## src/rtl/mem_port_arbiter.sv

```systemverilog
// Two-requester arbiter for the shared MIPS memory port (instruction fetch vs. load/store).
// Define ARB_RR_EN for round-robin tie breaking; otherwise data has fixed priority.
module mem_port_arbiter #(
    parameter int MAX_WAIT = 15
) (
    input  logic        clk,
    input  logic        rst_n,
    input  logic        if_req,
    input  logic [31:0] if_addr,
    output logic        if_gnt,
    output logic        if_done,
    output logic [31:0] if_rdata,
    input  logic        d_req,
    input  logic        d_we,
    input  logic [31:0] d_addr,
    input  logic [31:0] d_wdata,
    output logic        d_gnt,
    output logic        d_done,
    output logic [31:0] d_rdata,
    output logic        err,
    output logic        addr_sel,
    output logic        mem_en,
    output logic        mem_we,
    output logic [31:0] mem_addr,
    output logic [31:0] mem_wdata,
    input  logic [31:0] mem_rdata,
    input  logic        mem_ready
);

    typedef enum logic [1:0] {IDLE, BUSY_IF, BUSY_D, DONE} state_t;

    localparam logic [7:0] WAIT_LIMIT = 8'(MAX_WAIT);

    state_t     state, state_nxt;
    logic [7:0] wait_cnt;
    logic       arb, busy, expire, finish;
    logic       req_if_v, req_d_v, prio_d, grant_d, grant_if;

`ifdef ARB_RR_EN
    logic last_d;

    // Tie goes to whichever requester was not granted most recently.
    assign prio_d = !last_d;

    always_ff @(posedge clk or negedge rst_n) begin
        if (!rst_n)
            last_d <= 1'b1;
        else if (grant_d)
            last_d <= 1'b1;
        else if (grant_if)
            last_d <= 1'b0;
    end
`else
    assign prio_d = 1'b1;
`endif

    // NOTE: every always_comb output gets a default first so no path can infer a latch.
    always_comb begin
        arb       = (state == IDLE) || (state == DONE);
        busy      = (state == BUSY_IF) || (state == BUSY_D);
        expire    = busy && !mem_ready && (wait_cnt == WAIT_LIMIT);
        finish    = busy && (mem_ready || expire);
        // addr_sel still names the requester that just completed while in DONE.
        req_if_v  = if_req && !((state == DONE) && !addr_sel);
        req_d_v   = d_req && !((state == DONE) && addr_sel);
        grant_d   = arb && req_d_v && (!req_if_v || prio_d);
        grant_if  = arb && req_if_v && !grant_d;
        state_nxt = state;
        case (state)
            IDLE, DONE: begin
                if (grant_d)
                    state_nxt = BUSY_D;
                else if (grant_if)
                    state_nxt = BUSY_IF;
                else
                    state_nxt = IDLE;
            end
            BUSY_IF, BUSY_D: begin
                if (finish)
                    state_nxt = DONE;
            end
            default: state_nxt = IDLE;
        endcase
    end

    always_ff @(posedge clk or negedge rst_n) begin
        if (!rst_n)
            state <= IDLE;
        else
            state <= state_nxt;
    end

    // NOTE: sequential state uses non-blocking assignments so every flop samples pre-edge values.
    always_ff @(posedge clk or negedge rst_n) begin
        if (!rst_n) begin
            if_gnt    <= 1'b0;
            if_done   <= 1'b0;
            if_rdata  <= '0;
            d_gnt     <= 1'b0;
            d_done    <= 1'b0;
            d_rdata   <= '0;
            err       <= 1'b0;
            addr_sel  <= 1'b0;
            mem_en    <= 1'b0;
            mem_we    <= 1'b0;
            mem_addr  <= '0;
            mem_wdata <= '0;
            wait_cnt  <= '0;
        end else begin
            if_done <= 1'b0;
            d_done  <= 1'b0;
            err     <= 1'b0;
            if (grant_d) begin
                d_gnt     <= 1'b1;
                if_gnt    <= 1'b0;
                addr_sel  <= 1'b1;
                mem_en    <= 1'b1;
                mem_we    <= d_we;
                mem_addr  <= d_addr;
                mem_wdata <= d_wdata;
                wait_cnt  <= '0;
            end else if (grant_if) begin
                if_gnt    <= 1'b1;
                d_gnt     <= 1'b0;
                addr_sel  <= 1'b0;
                mem_en    <= 1'b1;
                mem_we    <= 1'b0;
                mem_addr  <= if_addr;
                wait_cnt  <= '0;
            end
            if (finish) begin
                if_gnt <= 1'b0;
                d_gnt  <= 1'b0;
                mem_en <= 1'b0;
                mem_we <= 1'b0;
                err    <= !mem_ready;
                if (state == BUSY_D) begin
                    d_done <= 1'b1;
                    // Stores leave the load-data register untouched; a timeout clears it.
                    if (!mem_ready)
                        d_rdata <= '0;
                    else if (!mem_we)
                        d_rdata <= mem_rdata;
                end else begin
                    if_done  <= 1'b1;
                    if_rdata <= mem_ready ? mem_rdata : '0;
                end
            end else if (busy && (wait_cnt != 8'hFF)) begin
                wait_cnt <= wait_cnt + 8'd1;
            end
        end
    end

endmodule

```

## config.mk

```make
export PLATFORM = sky130hd
export DESIGN_NAME = mem_port_arbiter
export DESIGN_NICKNAME = d
export VERILOG_FILES = /design/src/rtl/mem_port_arbiter.sv
export SDC_FILE = /design/constraint.sdc
export NUM_CORES = 1
export LEC_CHECK = 0
export ABC_AREA = 1
export CELL_PAD_IN_SITES_DETAIL_PLACEMENT = 1
export CELL_PAD_IN_SITES_GLOBAL_PLACEMENT = 2
export CORE_MARGIN = 4
export CORE_UTILIZATION = 25
export CTS_BUF_LIST = sky130_fd_sc_hd__clkbuf_16
export DETAILED_ROUTE_END_ITERATION = 10
export PLACE_DENSITY = 0.85
export SKIP_CTS_REPAIR_TIMING = 1
export SLEW_MARGIN = 10
export SYNTH_ARGS = -nofsm -noshare
export SYNTH_HDL_FRONTEND = slang
export SYNTH_SLANG_ARGS = --single-unit
```

## constraint.sdc

```tcl
create_clock -name clk -period 3.18 [get_ports clk]
set_input_delay 0.636 -clock clk [delete_from_list [all_inputs] [get_ports clk]]
set_output_delay 0.636 -clock clk [all_outputs]
set_load 0.005 [all_outputs]
```

==> flow_summary_export.csv <==
group,metric,value,unit
setup_path,crit_family,"buffers and inverters",
setup_path,path_max_fanout,31,
pwr,p_leak,4.93,nW
sta,min_period,2.45,ns
sta,maxSlewViolCount,0,
setup_path,ff2ff_setup_slack,0.73,ns
grt,antenna_found_initial,0,
sta,relSlewSlack,34.5,%
floorplan,core_area,25300,µm²
setup_path,cp_slowest_cell,"clkinv_1",
place,gp_congestion,0.777,
place,post_dp_cell_area,9400,µm²
sta,hold_ws,0.232,ns
drt,avgRoutedWirePerCell,17.3,µm
sta,hold_viol_final,0,
clock_tree,h-tree-depth,4,
synth,synth.avg_cell_area,8.17,µm²
grt,grt_max_degree,76,
synth,ys_seq_area_share,56.9,%
sta,fin_crit_sh,77.1,%
setup_path,start_kind,"flop",
clock_tree,clockRootBuffer,"clkbuf_16",
cells_and_area,antenna_cells,0,
cells_and_area,finalCoreUtilization,39.5,%
drt,ant_nets,0,
drt,drt_iter0_markers,258,
clock_tree,clock_latency,0.42,ns
sta,setup-tns-final,0,ns
drt,via_per_inst,4.46,
grt,grt_use_total,17.0,%
pwr,p_total,9.50,mW
synth,ys_top_cells_by_area,"dfrtp_1 (57%), nand2_1 (23%), nand3_1 (6.4%)",
place,numPortBuffers,269,
grt,grt-ovfl-total,0,
setup_path,crit_top_cell,"nand3_1",
cells_and_area,fin_cells,1385,
floorplan,die_w,168,µm
setup_path,path_buf_inv,3,
drt,dr_total_vias,6176,
clock_tree,clk_pin_slew_worst_paths,0.07,ns
setup_path,critPathRequiredTime,3.48,ns
place,dp_cells,1353,
setup_path,path_cells,"inv_1 > ha_2 > nand3_1 > clkinv_1 > buf_4 > nand3_1 > nand3_1",
sta,setup_ws,0.728,ns
clock_tree,clock_path_buffers,2,
status,status,"finished, final reports clean",
synth,yosys.area.top_type,"dfrtp_1",
drt,dr.pass1.iters,4,
cells_and_area,design_area,9980,µm²
setup_path,cp.arrival,2.75,ns
clock_tree,numCtsBuffers,17,
place,pre_cts_ws,0.395,ns
synth,synth-seq-cells,146,
floorplan,die_h,168,µm
cells_and_area,fill_cells,3009,
synth,synth_area,6420,µm²
floorplan,rows,58,
pwr,powerDensity,952,nW/µm²
cells_and_area,layout-drive-gt1-share,5.31,%
cells_and_area,area_delta_synth_final,55.4,%
clock_tree,clkSinkCount,146,
synth,synth_cells,786,
grt,grt_pass1_vias,6650,
setup_path,critPathLaunch,"state[0]$_DFFE_PN0P_",
place,dp_hpwl,17.0,mm
flow_run,maxCapViolCount,0,
setup_path,crit_type,"reg -> reg",
drt,wirelength,24.0,mm
grt,grt_pass1_wl,38.2,mm
setup_path,worstSetupEndpointType,"flop",
sta,fmax,0.408,GHz
synth,synth_nets,923,
floorplan,pin_count,270,
cells_and_area,final_nets,1179,
hold_path,worst_hold_path_type,"in -> async",
drt,drc,0,
setup_path,reg2reg_from,"state[0]$_DFFE_PN0P_",
sta,skew,0.00884,ns
synth,ys_warn_count,0,
sta,finalSetupViolations,0,
floorplan,initial_utilization,25.4,%
sta,tightest_slew,0.977,ns
setup_path,max_stage_delay,0.76,ns
pwr,vdd_drop_max,0.329,mV
sta,rsz0062_at_grt,"no",
clock_tree,cts_tree,"done",
synth,synth.distinct_cells,22,
synth,synth.top_cell.area_share,56.9,%
floorplan,design.die.area,28300,µm²
==> cell usage in the layout (no fill, tap or decap), types with 2 or more instances in the layout <==
| cell type | Yosys | routed |
|---|---|---|
| nor2_1 | 12 | 12 |
| xor2_1 | 4 | 4 |
| inv_8 | 0 | 3 |
| inv_2 | 2 | 3 |
| inv_1 | 46 | 45 |
| clkinvlp_4 | 0 | 3 |
| clkdlybuf4s50_1 | 0 | 268 |
| dfrtp_1 | 146 | 146 |
| ha_1 | 3 | 2 |
| inv_6 | 0 | 5 |
| nand2_4 | 2 | 2 |
| nand2_1 | 400 | 400 |
| o21ai_0 | 4 | 4 |
| nand4_1 | 33 | 33 |
| buf_4 | 3 | 12 |
| nand3_1 | 82 | 81 |
| clkinv_1 | 1 | 2 |
| clkbuf_16 | 0 | 17 |
==> cells in the mapped netlist <==
cell      count
dfrtp_1     146
buf_4         3
a21oi_4       1
nor2_2        1
inv_2         2
o21ai_0       4
nand4_1      33
xor2_1        4
clkinv_1      1
ha_1          3
nand3_1      82
nand2_2       1
nand2_1     400
nor2_8        1
buf_6         6
nand2_4       2
nor4_1        1
nor2_1       12
clkbuf_1     24
o211ai_1      1
inv_1        46
buf_2        12
==> area by class of cell <==
| type | instances | area (µm²) | share of cell area, % |
|---|---|---|---|
| Clock inverter | 15 | 148 | 1.48 |
| Multi-Input combinational cell | 546 | 2350 | 23.5 |
| Clock buffer | 17 | 425 | 4.26 |
| Timing Repair Buffer | 282 | 2800 | 28.1 |
| Tap cell | 330 | 413 | 4.14 |
| Inverter | 49 | 184 | 1.84 |
| Sequential cell | 146 | 3650 | 36.6 |
==> final timing paths <==
path                       cells after the start                  endpoint
min in group clk                               2  if_rdata[29]$_DFFE_PN0P_
hold / removal                                 1   if_rdata[9]$_DFFE_PN0P_
setup reg to reg                               7   mem_addr[5]$_DFFE_PN0P_
setup / recovery                               7   mem_addr[5]$_DFFE_PN0P_
max in group asynchronous                      2   d_rdata[20]$_DFFE_PN0P_
hold reg to reg                                2  if_rdata[29]$_DFFE_PN0P_
==> logic make-up (layout without fill, tap and decap cells) <==
logic type	after synthesis	after routing	synth area share, %
simple gates	533	533	34.7
flops	146	146	56.9
buf+inv	94	363	6.61
compound gates	6	6	0.682
xor+xnor	4	4	0.546
fa+ha+maj	3	3	0.585
==> metal layers <==
metal | share of wire [%] | vias up | wire [µm] | GRT usage [%]
met5 | 0 | - | 0 | 0
met4 | 0.65 | 0 | 156 | 3.14
met3 | 11 | 10 | 2540 | 7.68
met2 | 46 | 229 | 11100 | 27.1
met1 | 43 | 2976 | 10200 | 21.4
li1 | - | 2961 | - | -
==> registers in the layout (all words and copies together), names as in the netlist, 2 cells and up <==
register,count
mem_wdata,32
state,2
if_rdata,32
wait_cnt,8
d_rdata,32
mem_addr,32
==> where the power goes <==
group / switching, mW / internal (mW)
Clock: 0.888 / 1.10
Sequential: 0.466 / 2.65
Combinational: 2.33 / 2.06
Power figures use the tool's default switching activity.
